===== config.mk =====
export PLATFORM = sky130hd
export DESIGN_NAME = rr_port_arbiter_flat
export DESIGN_NICKNAME = d
export VERILOG_FILES = /design/src/rtl/switch_defs.sv /design/src/rtl/rr_port_arbiter_if.sv /design/src/rtl/rr_picker.sv /design/src/rtl/rr_port_arbiter.sv /design/src/flat_wrapper.sv
export SDC_FILE = /design/constraint.sdc
export NUM_CORES = 1
export LEC_CHECK = 0
export CORE_MARGIN = 2
export CORE_UTILIZATION = 45
export DETAILED_ROUTE_END_ITERATION = 10
export GPL_TIMING_DRIVEN = 0
export PLACE_DENSITY = 0.92
export RECOVER_POWER = 100
export SLEW_MARGIN = 10
export SYNTH_ARGS = -nofsm -noshare
export SYNTH_HDL_FRONTEND = slang
export SYNTH_SLANG_ARGS = --single-unit
export TNS_END_PERCENT = 100

===== constraint.sdc =====
create_clock -name clk -period 4.5 [get_ports clk]
set_input_delay 0.9 -clock clk [delete_from_list [all_inputs] [get_ports clk]]
set_output_delay 0.9 -clock clk [all_outputs]
set_load 0.01 [all_outputs]

===== src/rtl/switch_defs.sv =====
// Shared switch types: packet format, port geometry and the arbiter FSM state.
package switch_defs;

  localparam int PORT_W    = 2;
  localparam int NUM_PORTS = 4;
  localparam int DATA_W    = 14;
  localparam int CNT_W     = 16;

  typedef struct packed {
    logic [PORT_W-1:0] dst;
    logic [DATA_W-1:0] payload;
  } packet_t;

  typedef enum logic {
    ST_IDLE = 1'b0,
    ST_SEND = 1'b1
  } arb_state_e;

endpackage


===== src/rtl/rr_port_arbiter_if.sv =====
// Bundle between the input FIFOs, one output-port arbiter and its downstream sink.
interface rr_port_arbiter_if
  import switch_defs::*;
#(
  parameter int NUM_IN = 4
);

  logic [NUM_IN-1:0]          fifo_empty;
  packet_t [NUM_IN-1:0]       fifo_head;
  logic [NUM_IN-1:0]          fifo_pop;
  packet_t                    out_data;
  logic                       out_valid;
  logic                       out_ready;
  logic [PORT_W-1:0]          grant_id;

  modport master (
    input  fifo_empty, fifo_head, out_ready,
    output fifo_pop, out_data, out_valid, grant_id
  );

  modport slave (
    output fifo_empty, fifo_head, out_ready,
    input  fifo_pop, out_data, out_valid, grant_id
  );

endinterface


===== src/rtl/rr_picker.sv =====
// Round-robin priority picker: first asserted request at or after ptr, wrapping.
module rr_picker #(
  parameter int NUM_IN = 4,
  parameter int IDX_W  = 2
) (
  input  logic [NUM_IN-1:0] req,
  input  logic [IDX_W-1:0]  ptr,
  output logic [NUM_IN-1:0] gnt,
  output logic              gnt_valid
);

  logic             found;
  logic [IDX_W-1:0] idx;

  always_comb begin
    gnt   = '0;
    found = 1'b0;
    idx   = '0;
    for (int k = 0; k < NUM_IN; k++) begin
      idx = IDX_W'((int'(ptr) + k) % NUM_IN);
      if (!found && req[idx]) begin
        gnt[idx] = 1'b1;
        found    = 1'b1;
      end
    end
  end

  assign gnt_valid = |req;

endmodule


===== src/rtl/rr_port_arbiter.sv =====
// Round-robin arbiter feeding one output port from NUM_IN input FIFOs.
// Optional per-input grant counters are built when ARB_STATS_EN is defined.
module rr_port_arbiter
  import switch_defs::*;
#(
  parameter int PORT_ID = 0,
  parameter int NUM_IN  = 4
) (
  input  logic               clk,
  input  logic               rst_n,
  rr_port_arbiter_if.master  bus
`ifdef ARB_STATS_EN
  ,
  input  logic                         stats_clr,
  output logic [NUM_IN-1:0][CNT_W-1:0] grant_cnt
`endif
);

  localparam int IDX_W = (NUM_IN > 1) ? $clog2(NUM_IN) : 1;

  arb_state_e        state;
  logic [IDX_W-1:0]  rr_ptr;
  logic [IDX_W-1:0]  win_idx;
  logic [IDX_W-1:0]  next_ptr;
  logic [NUM_IN-1:0] eligible;
  logic [NUM_IN-1:0] gnt;
  logic              gnt_valid;
  logic              load_opp;
  logic              grant;

  always_comb begin
    eligible = '0;
    for (int i = 0; i < NUM_IN; i++)
      eligible[i] = !bus.fifo_empty[i] && (bus.fifo_head[i].dst == PORT_W'(PORT_ID));
  end

  rr_picker #(
    .NUM_IN (NUM_IN),
    .IDX_W  (IDX_W)
  ) u_picker (
    .req       (eligible),
    .ptr       (rr_ptr),
    .gnt       (gnt),
    .gnt_valid (gnt_valid)
  );

  // Output register is free when idle or when its packet leaves this cycle.
  assign load_opp     = (state == ST_IDLE) || bus.out_ready;
  assign grant        = rst_n && load_opp && gnt_valid;
  assign bus.fifo_pop = grant ? gnt : '0;

  always_comb begin
    win_idx = '0;
    for (int i = 0; i < NUM_IN; i++)
      if (gnt[i]) win_idx = IDX_W'(i);
  end

  assign next_ptr = (win_idx == IDX_W'(NUM_IN - 1)) ? '0 : win_idx + IDX_W'(1);

  always_ff @(posedge clk or negedge rst_n) begin
    if (!rst_n) begin
      state        <= ST_IDLE;
      bus.out_data <= '0;
      bus.grant_id <= '0;
      rr_ptr       <= '0;
    end else if (load_opp) begin
      if (grant) begin
        state        <= ST_SEND;
        bus.out_data <= bus.fifo_head[win_idx];
        bus.grant_id <= PORT_W'(win_idx);
        rr_ptr       <= next_ptr;
      end else begin
        state        <= ST_IDLE;
      end
    end
  end

  assign bus.out_valid = (state == ST_SEND);

`ifdef ARB_STATS_EN
  function automatic logic [CNT_W-1:0] sat_inc(input logic [CNT_W-1:0] v);
    return (&v) ? v : v + CNT_W'(1);
  endfunction

  // Clear dominates a grant landing on the same edge.
  always_ff @(posedge clk or negedge rst_n) begin
    if (!rst_n) begin
      grant_cnt <= '0;
    end else if (stats_clr) begin
      grant_cnt <= '0;
    end else begin
      for (int i = 0; i < NUM_IN; i++)
        if (bus.fifo_pop[i]) grant_cnt[i] <= sat_inc(grant_cnt[i]);
    end
  end
`endif

endmodule


===== src/flat_wrapper.sv =====
// flat-port wrapper written by rule: the top's interface ports become plain ports
module rr_port_arbiter_flat import switch_defs::*;
#(
  parameter int PORT_ID = 0,
  parameter int NUM_IN  = 4
)
  (clk, rst_n, bus_fifo_empty, bus_fifo_head, bus_out_ready, bus_fifo_pop, bus_out_data, bus_out_valid, bus_grant_id);
  rr_port_arbiter_if #(.NUM_IN(NUM_IN)) bus_i ();
  input  logic clk;
  input  logic rst_n;
  input wire logic [$bits(bus_i.fifo_empty)-1:0] bus_fifo_empty;
  input wire logic [$bits(bus_i.fifo_head)-1:0] bus_fifo_head;
  input wire logic [$bits(bus_i.out_ready)-1:0] bus_out_ready;
  output wire logic [$bits(bus_i.fifo_pop)-1:0] bus_fifo_pop;
  output wire logic [$bits(bus_i.out_data)-1:0] bus_out_data;
  output wire logic [$bits(bus_i.out_valid)-1:0] bus_out_valid;
  output wire logic [$bits(bus_i.grant_id)-1:0] bus_grant_id;
  assign bus_i.fifo_empty = bus_fifo_empty;
  assign bus_i.fifo_head = bus_fifo_head;
  assign bus_i.out_ready = bus_out_ready;
  assign bus_fifo_pop = bus_i.fifo_pop;
  assign bus_out_data = bus_i.out_data;
  assign bus_out_valid = bus_i.out_valid;
  assign bus_grant_id = bus_i.grant_id;
  rr_port_arbiter #(.PORT_ID(PORT_ID), .NUM_IN(NUM_IN)) u_core (.clk(clk), .rst_n(rst_n), .bus(bus_i));
endmodule

# Word level (Yosys, flattened, before mapping)
# Cells that the tools add are included.
[totals]
regBits = 21
input_bits = 71
elab_cells = 81
[op_classes]
addsub = 4
n_lt_le_gt_ge = 9
eq_ne = 1
muxes = 31
n_bitwise = 4
reduce_logical = 27
[ops]
columns = ["op", "n"]
rows = [
  ["$bmux W16 S2", 1],
  ["$mux W4", 5],
  ["$mux W16", 1],
  ["$lt A2 B3 Y1 const B", 5],
  ["$logic_and A1 B1 Y1", 13],
  ["$mux W1", 13],
  ["$or A4 B4 Y4", 3],
  ["$bmux W1 S2", 4],
  ["$demux W1 S2", 4],
  ["$ge A2 B1 Y1 const B", 4],
  ["$logic_not A2 Y1", 4],
  ["$logic_not A1 Y1", 7],
  ["$mux W2", 3],
  ["$add A2 B1 Y2 const B", 2],
  ["$add A2 B2 Y2 const B", 2],
  ["$reduce_or A4 Y1", 1],
  ["$eq A2 B2 Y1 const B", 1],
  ["$reduce_and A2 Y1", 1],
  ["$logic_or A1 B1 Y1", 1],
  ["$not A1 Y1", 1],
]

# Depth between registers and ports, before layout
# Gate-level depths: netlist of run 1.
[logic_depth]
ltp_word = 19
ltp_mapped = 14
depth_no_buf = 11

# Cells and area by module
# A second synthesis of run 1 with hierarchy kept.
[hier_totals]
hier_cells = 166
hier_area_um2 = 1805.5
[by_module_without_submodules]
columns = ["module", "instances", "cells_each", "area_per_inst_um2"]
rows = [
  ["rr_port_arbiter", 1, 129, 1460.2],
  ["rr_picker", 1, 37, 345.3],
]

# Worst setup path after synthesis of run 1
# OpenSTA, ideal clock, no wires.
[synth_path]
path_type = "input port to output port"
from = "in bus_fifo_empty[0]"
to = "out bus_fifo_pop[2]"
arrival_ns = 2.812
slack_ns = 0.788
path_stages = 9
path_cell_list = "or3_1 buf_2 or4_4 a31oi_4 o21ai_1 and3_1 buf_6 buf_6 nor2_1"
[synth_between]
elab_chain_cells = 15
elab_cells_between_ends = 29
classes_between = "16 x mux; 3 x bitwise; 10 x reduce/logical"
[synth_rtl]
columns = ["element", "line", "rtl"]
rows = [
  ["from (decl)", "flat_wrapper.sv:11", "input wire logic [$bits(bus_i.fifo_empty)-1:0] bus_fifo_empty;"],
  ["$logic_not A1 Y1 (*)", "rr_port_arbiter.sv:34", "eligible[i] = !bus.fifo_empty[i] && (bus.fifo_head[i].dst == PORT_W'(PORT_ID));"],
  ["$logic_and A1 B1 Y1 (*)", "rr_port_arbiter.sv:34", ""],
  ["$bmux W1 S2", "rr_picker.sv:21", "if (!found && req[idx]) begin"],
  ["$mux W1 (implied by the code)", "rr_picker.sv:21", ""],
  ["$mux W1", "rr_picker.sv:21", ""],
  ["$logic_not A1 Y1", "rr_picker.sv:21", ""],
  ["$logic_and A1 B1 Y1", "rr_picker.sv:21", ""],
  ["$mux W1", "rr_picker.sv:21", ""],
  ["$logic_not A1 Y1", "rr_picker.sv:21", ""],
  ["$logic_and A1 B1 Y1", "rr_picker.sv:21", ""],
  ["$mux W1", "rr_picker.sv:21", ""],
  ["$logic_not A1 Y1", "rr_picker.sv:21", ""],
  ["$logic_and A1 B1 Y1", "rr_picker.sv:21", ""],
  ["$mux W4", "rr_picker.sv:21", ""],
  ["$mux W4 (*)", "rr_port_arbiter.sv:50", "assign bus.fifo_pop = grant ? gnt : '0;"],
  ["to (decl)", "flat_wrapper.sv:14", "output wire logic [$bits(bus_i.fifo_pop)-1:0] bus_fifo_pop;"],
]
# Every way passes the cells marked *; elsewhere a longest branch is shown, timed or not. The select of a mux whose other input is x is not followed.

# Worst setup path in the final report of run 1
[layout_path]
from = "in bus_fifo_head[30]"
to = "out bus_fifo_pop[3]"
[layout_between]
elab_chain_cells = 15
elab_cells_between_ends = 29
classes_between = "16 x mux; 3 x bitwise; 10 x reduce/logical"
[layout_rtl]
columns = ["element", "line", "rtl"]
rows = [
  ["from (decl)", "flat_wrapper.sv:12", "input wire logic [$bits(bus_i.fifo_head)-1:0] bus_fifo_head;"],
  ["$logic_not A2 Y1 (*)", "rr_port_arbiter.sv:34", ""],
  ["$logic_and A1 B1 Y1 (*)", "rr_port_arbiter.sv:34", ""],
  ["$bmux W1 S2", "rr_picker.sv:21", ""],
  ["$mux W1 (implied by the code)", "rr_picker.sv:21", ""],
  ["$mux W1", "rr_picker.sv:21", ""],
  ["$logic_not A1 Y1", "rr_picker.sv:21", ""],
  ["$logic_and A1 B1 Y1", "rr_picker.sv:21", ""],
  ["$mux W1", "rr_picker.sv:21", ""],
  ["$logic_not A1 Y1", "rr_picker.sv:21", ""],
  ["$logic_and A1 B1 Y1", "rr_picker.sv:21", ""],
  ["$mux W1", "rr_picker.sv:21", ""],
  ["$logic_not A1 Y1", "rr_picker.sv:21", ""],
  ["$logic_and A1 B1 Y1", "rr_picker.sv:21", ""],
  ["$mux W4", "rr_picker.sv:21", ""],
  ["$mux W4 (*)", "rr_port_arbiter.sv:50", ""],
]
# Marked as above.

==> results of run 1 <==
==> sequential cells by signal (all words and copies together), names as in the netlist <==
| register | cells |
|---|---|
| u_core.bus.out_valid | 1 |
| u_core.bus.out_data | 16 |
| u_core.rr_ptr | 2 |
| u_core.bus.grant_id | 2 |
==> metrics by stage <==
stage	setup TNS (ps)	utilization, %	cell area (sq um)
final	0	71.8	2930
after floorplan	0	-	1950
after global placement	-517	72.1	2950
after detailed placement	-641	72.1	2950
after global routing	-2.00	71.8	2930
after CTS	0	73.4	3000
==> worst reg2reg max path, delay by kind of cell (launching register included) <==
| kind | cells | cell delay, ps |
|---|---|---|
| flip-flops | 1 | 530 |
| multiplexers | 1 | 170 |
| AND/OR/NAND/NOR | 1 | 80 |
| adder cells (fa/ha/maj) | 1 | 310 |
| AO/OA/AOI/OAI | 4 | 1200 |
| buffers and inverters | 5 | 1370 |
==> worst min path at each step <==
stage,startpoint,to,cells after the start
global placement,u_core.bus.grant_id[0],u_core.bus.grant_id[0],1
detailed placement,u_core.bus.grant_id[0],u_core.bus.grant_id[0],1
finish,u_core.bus.out_valid,u_core.bus.out_valid,2
global route,u_core.bus.grant_id[0],u_core.bus.grant_id[0],1
CTS,u_core.bus.grant_id[0],u_core.bus.grant_id[0],1
floorplan,u_core.bus.grant_id[0],u_core.bus.grant_id[0],1
==> cell families (layout without fill, tap and decap cells) <==
| logic type | after synthesis | count (layout) |
|---|---|---|
| AOI/OAI and AO/OA | 82 | 82 |
| and+or+nand+nor | 76 | 76 |
| DFF | 21 | 21 |
| buffers and inverters | 20 | 120 |
| adders and majority gates | 9 | 9 |
| muxes | 6 | 6 |
==> power by group through the flow <==
stage          Clock [mW]  Sequential, mW  Combinational (mW)
6_report            0.124           0.351                1.01
5_1_grt             0.138           0.362                1.09
4_1_cts             0.127           0.351                1.12
3_5_place_dp            0           0.355                1.10
3_3_place_gp            0           0.348                1.08
2_1_floorplan           0           0.384               0.662
==> cells in the mapped netlist (2+ instances only) <==
cell type / n / share of area (%)
o31ai_1: 2 / 0.77
mux4_2: 2 / 2.3
nor4_1: 2 / 0.64
a221oi_2: 11 / 8.5
nand4_1: 2 / 0.64
clkbuf_1: 8 / 1.5
o211ai_1: 16 / 6.1
o21ai_1: 2 / 0.51
inv_1: 2 / 0.38
nor4b_1: 2 / 0.90
a221oi_1: 6 / 2.7
or3_1: 4 / 1.3
nor3_2: 2 / 1.0
buf_6: 3 / 1.7
a22o_1: 2 / 0.90
nor2b_1: 20 / 6.4
nand2b_1: 2 / 0.64
a21oi_1: 17 / 4.4
mux2i_1: 3 / 1.5
a211oi_1: 2 / 0.77
nand3_1: 2 / 0.51
ha_1: 9 / 5.8
nor2_1: 25 / 4.8
buf_2: 5 / 1.3
nand2_1: 7 / 1.3
dfrtp_1: 21 / 27
o22ai_1: 16 / 5.1
==> area by class of cell <==
| cell class | count | area share (%) |
|---|---|---|
| Multi-Input combinational cell | 173 | 42.8 |
| Buffer | 18 | 3.28 |
| Sequential cell | 21 | 18.0 |
| Timing Repair Buffer | 96 | 32.1 |
| Tap cell | 50 | 2.13 |
| Clock buffer | 4 | 1.54 |
| Inverter | 2 | 0.256 |
==> per-layer routing <==
metal,wire length (microns),part of all wire [%],vias up
li1,-,-,1031
met1,2700,40,1047
met2,3380,50,116
met3,475,7.0,20
met4,191,2.8,0
met5,0,0,-
==> repair_timing <==
item / CTS / global route
pin swaps: 1 / 0
setup endpoints to repair: 4 / 2
buffers inserted: 1 / 2
resized for setup: 6 / 4
==> metrics.cfg, run 1 <==
[synthesis]
synth_fa_ha_area_share_pct=5.76
synth-xor-area-share_pct=0
synth_cells=214
avgSynthCellArea_sq_um=9.13
post_synth_num_cell_types=46
syn_area_sq_mm=0.00195
async_flop_share_pct=100
dominantRegCellSynth=dfrtp_1
syn_nets=294
yosysWarningCount=0
synth_compound_area_share_pct=35.0
synth_top_family_by_area=compound AO/OA/AOI/OAI gates
synthSimpleGateAreaFrac_pct=21.6
synth-edff-count=0
ys_ff_latch=21
ys_seq_area_share_pct=26.9
muxShareOfSynthArea_pct=4.42

[clocking]
cts_root_buf=clkbuf_8
clock_sinks=21
insertion_delay_ps=260
cts_tree=built
cts_hold_buffers=0
numCtsBuffers=3
cts_max_path_buffers=2
path_clk_slew_ps=70
htree_levels=1

[detailed_routing]
num_vias=2214
routed_wl_mm=6.75
remaining_drc_errors=0
wl_per_cell_microns=18.5
drt_iter0_markers=193
postRouteAntennaNets=0
drt-vias-per-instance=6.08
first_pass_iters=5

[grt]
grt_pass1_wl_mm=10.8
use_met1_pct=33.3
grt_start_max_net_pins=23
antenna_found_initial=0
grt_usage_pct=27.3
overflow=0
grtUsageMet3_pct=5.34
grt_pass1_vias=2218
busiest_layer=met2
grtUsageMet2_pct=47.6

[setup_path]
crit_family=buffers and inverters
cp-startpoint=bus_fifo_head[30]
worstPathArrival_ps=3500
cp_data_required_time_ps=3600
crit_cells=9
rr_worst_depth=12
path_cells=clkdlybuf4s50_1, nor3_2, nor2_1, mux4_2, and2_1, a221oi_2, clkbuf_4, nor2_1, dlygate4sd2_1
end_kind=output pin
endpoint=bus_fifo_pop[3]
cpPeakStageDelay_ps=530
crit_top_cell=nor2_1
r2r_slack_ps=710
cp_slowest_cell=mux4_2
reg2reg_to=u_core.bus.out_data[11]
critPathLaunchType=primary input
crit_path_max_fanout=10
r2r_start=u_core.rr_ptr[1]
cp.buffers_inverters=3
critPathKind=in -> out

[timing]
clock_skew_ps=11.8
final_hold_viol_count=0
fin_crit_ps=4400
drv_slew=0
setup_violations=0
setup_slack_ps=104
fin_worst_hold_slack_ps=536
fmax_mhz=227
finalCritPeriodShare_pct=97.7
worst_slew_pin_slew_ps=1050
relSlewSlack_pct=30.1

[die]
fp.dieH_microns=69.9
dieArea_sq_mm=0.00489
io_pins=94
core_area_sq_mm=0.00409
rows=23
start_util_pct=47.8
die_x_microns=69.9

[finish]
final_cells=364
layout_common_cells=clkdlybuf4s50_1 (70), nor2_1 (25), nor2b_1 (20), dfrtp_1 (20), dlygate4sd3_1 (19)
multi_input_area_sq_mm=0.00125
final-seq-area_sq_um=527
fin_nets=395
drive_gt1_share_pct=10.2
area_delta_synth_final_pct=50.1
insertedDiodeCount=0
fillerInstances=322
layout_commonest_cell=clkdlybuf4s50_1

[worst_hold_path]
holdCritPathClass=reg -> reg

[power]
ir_drop_v=0.000365
net-switching-power_mw=0.678
power.share.sequential_pct=23.6
power_mw=1.49
swShare_pct=45.6
power.leakage_nw=1.13
p_comb_share_pct=68.1
p_clk_share_pct=8.3
p_int_mw=0.810
p_per_area_mw_per_mm2=507

[run_status]
status=finished, final reports clean

[placement]
portBuffers=93
finalWeightedCongestion=0.876
post-place-ws_ps=-276
dpl.hpwl_mm=5.12
place_inst=357

[flow_run]
drv_cap=0

No activity file was read; power rests on OpenSTA's default activity.
==> inputs of run 2 (changes only) <==
CORE_MARGIN = 4   (was 2)
==> run 2 against run 1 <==
Clock skew is 3.0 ps lower; worst hold slack worse by 13 ps; critical path depth is 2 higher; clock power is 3% lower; critical path type unchanged; die area is 12% higher; sequential share of layout area is 0.080 points higher; sequential power is 1% lower; final cell count stayed put; count of clock-buffer cells in the layout stayed put; final area is 0.68% lower.
==> metrics.cfg, run 2 (synthesis results as in run 1) <==
[setup_path]
end_kind=output pin
cp_data_required_time_ps=3600  ; about the same
reg2reg_to=u_core.bus.out_data[7]
endpoint=bus_fifo_pop[2]
critPathLaunchType=primary input
crit_path_max_fanout=10  ; unchanged
rr_worst_depth=12  ; unchanged
r2r_start=u_core.rr_ptr[0]
critPathKind=in -> out
cp-startpoint=bus_fifo_head[14]
worstPathArrival_ps=3490  ; about the same
r2r_slack_ps=410  ; -300 ps

[power]
net-switching-power_mw=0.675  ; -0.42%
swShare_pct=45.7  ; +0.11 points
power.share.sequential_pct=23.4  ; -0.2 points
p_int_mw=0.803  ; -0.85%
p_clk_share_pct=8.1  ; -0.2 points
p_per_area_mw_per_mm2=507  ; about the same
power.leakage_nw=1.14  ; +1.2%
p_comb_share_pct=68.5  ; +0.4 points
ir_drop_v=0.000404  ; +11%

[detailed_routing]
postRouteAntennaNets=0  ; unchanged
num_vias=2237  ; +1.0%
drt_iter0_markers=109  ; -44%
remaining_drc_errors=0  ; unchanged
wl_per_cell_microns=19.5  ; +5.0%
wl_met1_mm=2.75  ; +2.1%
drt-vias-per-instance=6.15  ; +1.0%
top_layer=met4
met2WireLength_mm=3.68  ; +8.7%
wl_met3_microns=480  ; +1.1%
first_pass_iters=5  ; unchanged
routed_wl_mm=7.09  ; +5.0%

[die]
fp.dieH_microns=73.9  ; +5.7%
io_pins=94  ; unchanged
die_x_microns=73.9  ; +5.7%
dieArea_sq_mm=0.00546  ; +12%
start_util_pct=47.8  ; unchanged
core_area_sq_mm=0.00409  ; unchanged
rows=23  ; unchanged

[timing]
finalCritPeriodShare_pct=97.5  ; -0.22 points
relSlewSlack_pct=20.1  ; -10 points
final.setup.tns_ps=0  ; unchanged
setup_slack_ps=113  ; +9.72 ps
rsz0062_at_grt=false
clock_skew_ps=8.80  ; -3.03 ps
fmax_mhz=228  ; +0.22%
final_hold_viol_count=0  ; unchanged
fin_worst_hold_slack_ps=523  ; -13.0 ps
fin_crit_ps=4390  ; -9.71 ps
setup_violations=0  ; unchanged
drv_slew=0  ; unchanged
worst_slew_pin_slew_ps=1200  ; +151 ps

[clocking]
insertion_delay_ps=260  ; about the same
path_clk_slew_ps=70  ; about the same
htree_levels=1  ; unchanged
cts_root_buf=clkbuf_8
cts_max_path_buffers=2  ; unchanged
cts_tree=built
clock_sinks=21  ; unchanged
numCtsBuffers=3  ; unchanged

[finish]
area_delta_synth_final_pct=49.1
layout_common_cells=clkdlybuf4s50_1 (69), nor2_1 (25), dfrtp_1 (21)
utilization_pct=71.3  ; -0.49 points
insertedDiodeCount=0  ; unchanged
drive_gt1_share_pct=8.92  ; -1.3 points
largest_register=u_core.bus.out_data
fin_nets=395  ; unchanged
largest_register_ffs=16  ; unchanged
largestRegisters=u_core.bus.out_data: 16 flops, u_core.bus.grant_id: 2 flops, u_core.rr_ptr: 2 flops
layout_commonest_cell=clkdlybuf4s50_1

[grt]
grt_start_max_net_pins=23  ; unchanged
grt_usage_pct=24.7  ; -2.6 points
overflow=0  ; unchanged
grt_pass1_wl_mm=10.6  ; -1.9%
grt_pass1_vias=2249  ; +1.4%
antenna_found_initial=0  ; unchanged

[placement]
dpl.hpwl_mm=5.37  ; +5.1%
finalWeightedCongestion=0.903  ; +3.0%
post-place-ws_ps=-281  ; -4.73 ps
portBuffers=93  ; unchanged

[flow_run]
drv_cap=0  ; unchanged

[worst_hold_path]
holdCritPathClass=reg -> reg

[run_status]
status=finished, final reports clean

run 2: worst min path at each step:
stage / start / endpoint / cells past startpoint
5_1_grt: u_core.bus.grant_id[0] / u_core.bus.grant_id[0] / 1
3_5_place_dp: u_core.bus.grant_id[0] / u_core.bus.grant_id[0] / 1
6_report: u_core.bus.grant_id[0] / u_core.bus.grant_id[0] / 1
3_3_place_gp: u_core.bus.grant_id[0] / u_core.bus.grant_id[0] / 1
2_1_floorplan: u_core.bus.grant_id[0] / u_core.bus.grant_id[0] / 1
4_1_cts: u_core.bus.grant_id[0] / u_core.bus.grant_id[0] / 1
run 2: power groups by stage:
| stage | Sequential, mW | Combinational [mW] | Clock, mW |
|---|---|---|---|
| floorplan | 0.384 | 0.662 | 0 |
| global placement | 0.348 | 1.09 | 0 |
| detailed placement | 0.351 | 1.11 | 0 |
| CTS | 0.349 | 1.13 | 0.123 |
| global route | 0.359 | 1.09 | 0.132 |
| finish | 0.346 | 1.01 | 0.120 |
run 2: layer usage:
metal	up-vias	GRT usage [%]
met3	20	3.28
li1	1044	-
met4	0	9.66
met5	-	0
met1	1075	31.1
met2	98	42.5
run 2: metrics by stage:
step	power, mW	area, sq um	cells
6_report	1.48	2910	364
3_3_place_gp	1.43	2950	357
4_1_cts	1.60	3000	362
5_1_grt	1.58	2910	364
3_5_place_dp	1.46	2950	357
2_1_floorplan	1.05	1950	214
run 2: critical path: stages:
cell             delay (ps)
clkdlybuf4s50_1         460
or3_1                   360
buf_2                   160
or4_4                   550
a31oi_4                 170
o21ai_1                 100
and3_1                  220
buf_6                   140
buf_6                   140
nor2_1                  130
buf_2                   150
run 2: timing repair:
item,4_1_cts,5_1_grt
endpoints found under the hold margin,0,0
buffers inserted,1,2
endpoints found under the setup margin,4,3
hold buffers,0,0
resized for setup,7,6
cloned,0,0
pin swaps,1,1
run 2: cell type report:
class / count / area, sq um
flip-flops and latches: 21 / 526
repair buffers: 96 / 938
clock buffers: 4 / 45.0
well taps: 50 / 62.6
inverters: 2 / 7.51
plain buffers: 18 / 98.8
multi-input cells: 173 / 1240
fillers: 328 / 1170
==> inputs of run 3 (changes only) <==
CORE_MARGIN = not set   (was 4)
REMOVE_ABC_BUFFERS = 1   (was not set)
==> run 3 against run 2 <==
Fmax barely moved; worst hold slack lost 8.8 ps; sequential share of layout area unchanged; critical path type unchanged; die area decreased by 16%; clock skew down 5.5 ps; highest routed layer unchanged; via count fell by 2.5%; critical endpoint is now bus_fifo_pop[1]; power grew 2.1%; sequential power is 1% higher; final cell count decreased by 4.4%; flip-flop and latch count stayed put.
==> metrics.cfg, run 3 (synthesis results as in run 1) <==
[timing]
clock_skew_ps=3.26  ; -5.54 ps
drv_slew=0  ; unchanged
final.setup.tns_ps=0  ; unchanged
final_hold_viol_count=0  ; unchanged
finalCritPeriodShare_pct=97.5  ; about the same
worst_slew_pin_slew_ps=1420  ; +221 ps
relSlewSlack_pct=4.93  ; -15 points
rsz0062_at_grt=false
fin_crit_ps=4390  ; -0.492 ps
fmax_mhz=228  ; about the same
setup_violations=0  ; unchanged

[finish]
layout_commonest_cell=clkdlybuf4s50_1
drive_gt1_share_pct=10.7  ; +1.8 points
largestRegisters=u_core.bus.out_data: 16 flops, u_core.bus.grant_id: 2 flops, u_core.rr_ptr: 2 flops
largest_register=u_core.bus.out_data
fin_nets=379  ; -4.1%
largest_register_ffs=16  ; unchanged
final_cells=348  ; -4.4%
utilization_pct=71.3  ; unchanged
layout_common_cells=clkdlybuf4s50_1 (69), nor2_1 (25), dfrtp_1 (21)
area_delta_synth_final_pct=49.1  ; unchanged
insertedDiodeCount=0  ; unchanged

[placement]
place_inst=340  ; -4.8%
dpl.hpwl_mm=4.48  ; -17%
portBuffers=93  ; unchanged
finalWeightedCongestion=0.896  ; -0.78%

[grt]
grt_pass1_wl_mm=10.1  ; -4.5%
grt_pass1_vias=2165  ; -3.7%
antenna_found_initial=0  ; unchanged
grt_usage_pct=29.1  ; +4.4 points
overflow=0  ; unchanged
grt_start_max_net_pins=38  ; +65%

[setup_path]
critPathLaunchType=primary input
reg2reg_to=u_core.bus.out_data[1]
crit_path_max_fanout=18  ; +8
cpPeakStageDelay_ps=560  ; about the same
cp-startpoint=bus_fifo_head[14]
end_kind=output pin
cp_slowest_cell=or4_4
cp_data_required_time_ps=3600  ; about the same
cp.buffers_inverters=3  ; -2
critPathKind=in -> out
worstPathArrival_ps=3490  ; about the same
crit_family=simple AND/OR/NAND/NOR gates
rr_worst_depth=9  ; -3
r2r_slack_ps=500  ; +90 ps
path_cells=clkdlybuf4s50_1, or3_4, or4_4, a31oi_4, buf_4, o21a_4, nor2b_1, nor2_1, dlygate4sd2_1
r2r_start=u_core.rr_ptr[0]

[clocking]
clock_sinks=21  ; unchanged
insertion_delay_ps=270  ; about the same
cts_tree=built
htree_levels=1  ; unchanged
cts_max_path_buffers=2  ; unchanged
cts_root_buf=clkbuf_8
path_clk_slew_ps=80  ; about the same
numCtsBuffers=3  ; unchanged

[power]
p_clk_share_pct=8.7  ; +0.6 points
net-switching-power_mw=0.704  ; +4.2%
p_per_area_mw_per_mm2=518  ; +2.1%
swShare_pct=46.7  ; +0.97 points
ir_drop_v=0.000337  ; -17%
p_comb_share_pct=68.1  ; -0.4 points
p_int_mw=0.805  ; +0.25%
power.leakage_nw=1.13  ; -0.86%
power.share.sequential_pct=23.2  ; -0.2 points

[worst_hold_path]
hp-start=u_core.bus.grant_id[0]
holdCritPathClass=reg -> reg
whs_path_depth=1  ; unchanged
min_to=u_core.bus.grant_id[0]

[detailed_routing]
first_pass_iters=4  ; -1
drt_iter0_markers=138  ; +27%
drt-vias-per-instance=6.26  ; +1.9%
wl_per_cell_microns=18.7  ; -3.8%
postRouteAntennaNets=0  ; unchanged
num_vias=2180  ; -2.5%
remaining_drc_errors=0  ; unchanged
routed_wl_mm=6.52  ; -8.0%

[die]
fp.dieH_microns=67.9  ; -8.1%
core_area_sq_mm=0.00409  ; unchanged
io_pins=94  ; unchanged
start_util_pct=47.8  ; unchanged
dieArea_sq_mm=0.00461  ; -16%
rows=23  ; unchanged
die_x_microns=67.9  ; -8.1%

[flow_run]
drv_cap=0  ; unchanged

[run_status]
status=finished, final reports clean

[run 3: cell types whose count changed in the layout (fill, tap and decap cells not counted), moves of 2 or more]
| cell | delta |
|---|---|
| a221oi_1 | -4 |
| a221oi_2 | +3 |
| buf_2 | -5 |
| buf_6 | -2 |
| clkbuf_1 | -12 |
[run 3: layer usage]
metal	vias to the layer above	GRT usage (%)	routed length [microns]
met5	-	0	0
met4	0	12.5	122
met3	14	6.67	549
met2	113	50.9	3270
met1	1049	33.8	2580
li1	1004	-	-
[run 3: power groups by stage]
stage	clock network [mW]	logic, mW	registers, mW
2_1_floorplan	0	0.579	0.384
3_3_place_gp	0	1.01	0.351
3_5_place_dp	0	1.04	0.353
4_1_cts	0.133	1.09	0.351
5_1_grt	0.142	1.11	0.360
6_report	0.131	1.03	0.350
[run 3: worst max path at each step]
stage | end | cells past startpoint | slack, ps
after CTS | bus_fifo_pop[0] | 8 | 30
after global routing | bus_fifo_pop[1] | 9 | 30
after global placement | bus_fifo_pop[3] | 8 | -770
final | bus_fifo_pop[1] | 9 | 110
after detailed placement | bus_fifo_pop[1] | 8 | -500
after floorplan | bus_fifo_pop[3] | 6 | 720
[run 3: what timing repair did]
| item | CTS | global route |
|---|---|---|
| endpoints found under the hold margin | 0 | 0 |
| hold buffers | 0 | 0 |
| pin swaps | 3 | 1 |
| setup endpoints to repair | 4 | 2 |
| resized for setup | 11 | 4 |
| setup buffers | 3 | 1 |
[run 3: layout make-up]
class                           count  area [sq um]
Timing Repair Buffer               98           968
Clock buffer                        3          41.3
Sequential cell                    21           526
Tap cell                           50          62.6
Multi-Input combinational cell    173          1300
Clock inverter                      1          7.51
Fill cell                         334          1170
Inverter                            2          7.51
[run 3: per-stage QoR]
stage	total power, mW	hold WS, ps	setup slack [ps]	area (sq um)
2_1_floorplan	0.963	551	725	1840
3_5_place_dp	1.39	500	-504	2850
5_1_grt	1.61	545	25.9	2910
6_report	1.51	514	114	2910
3_3_place_gp	1.36	502	-771	2830
4_1_cts	1.57	520	28.4	2950
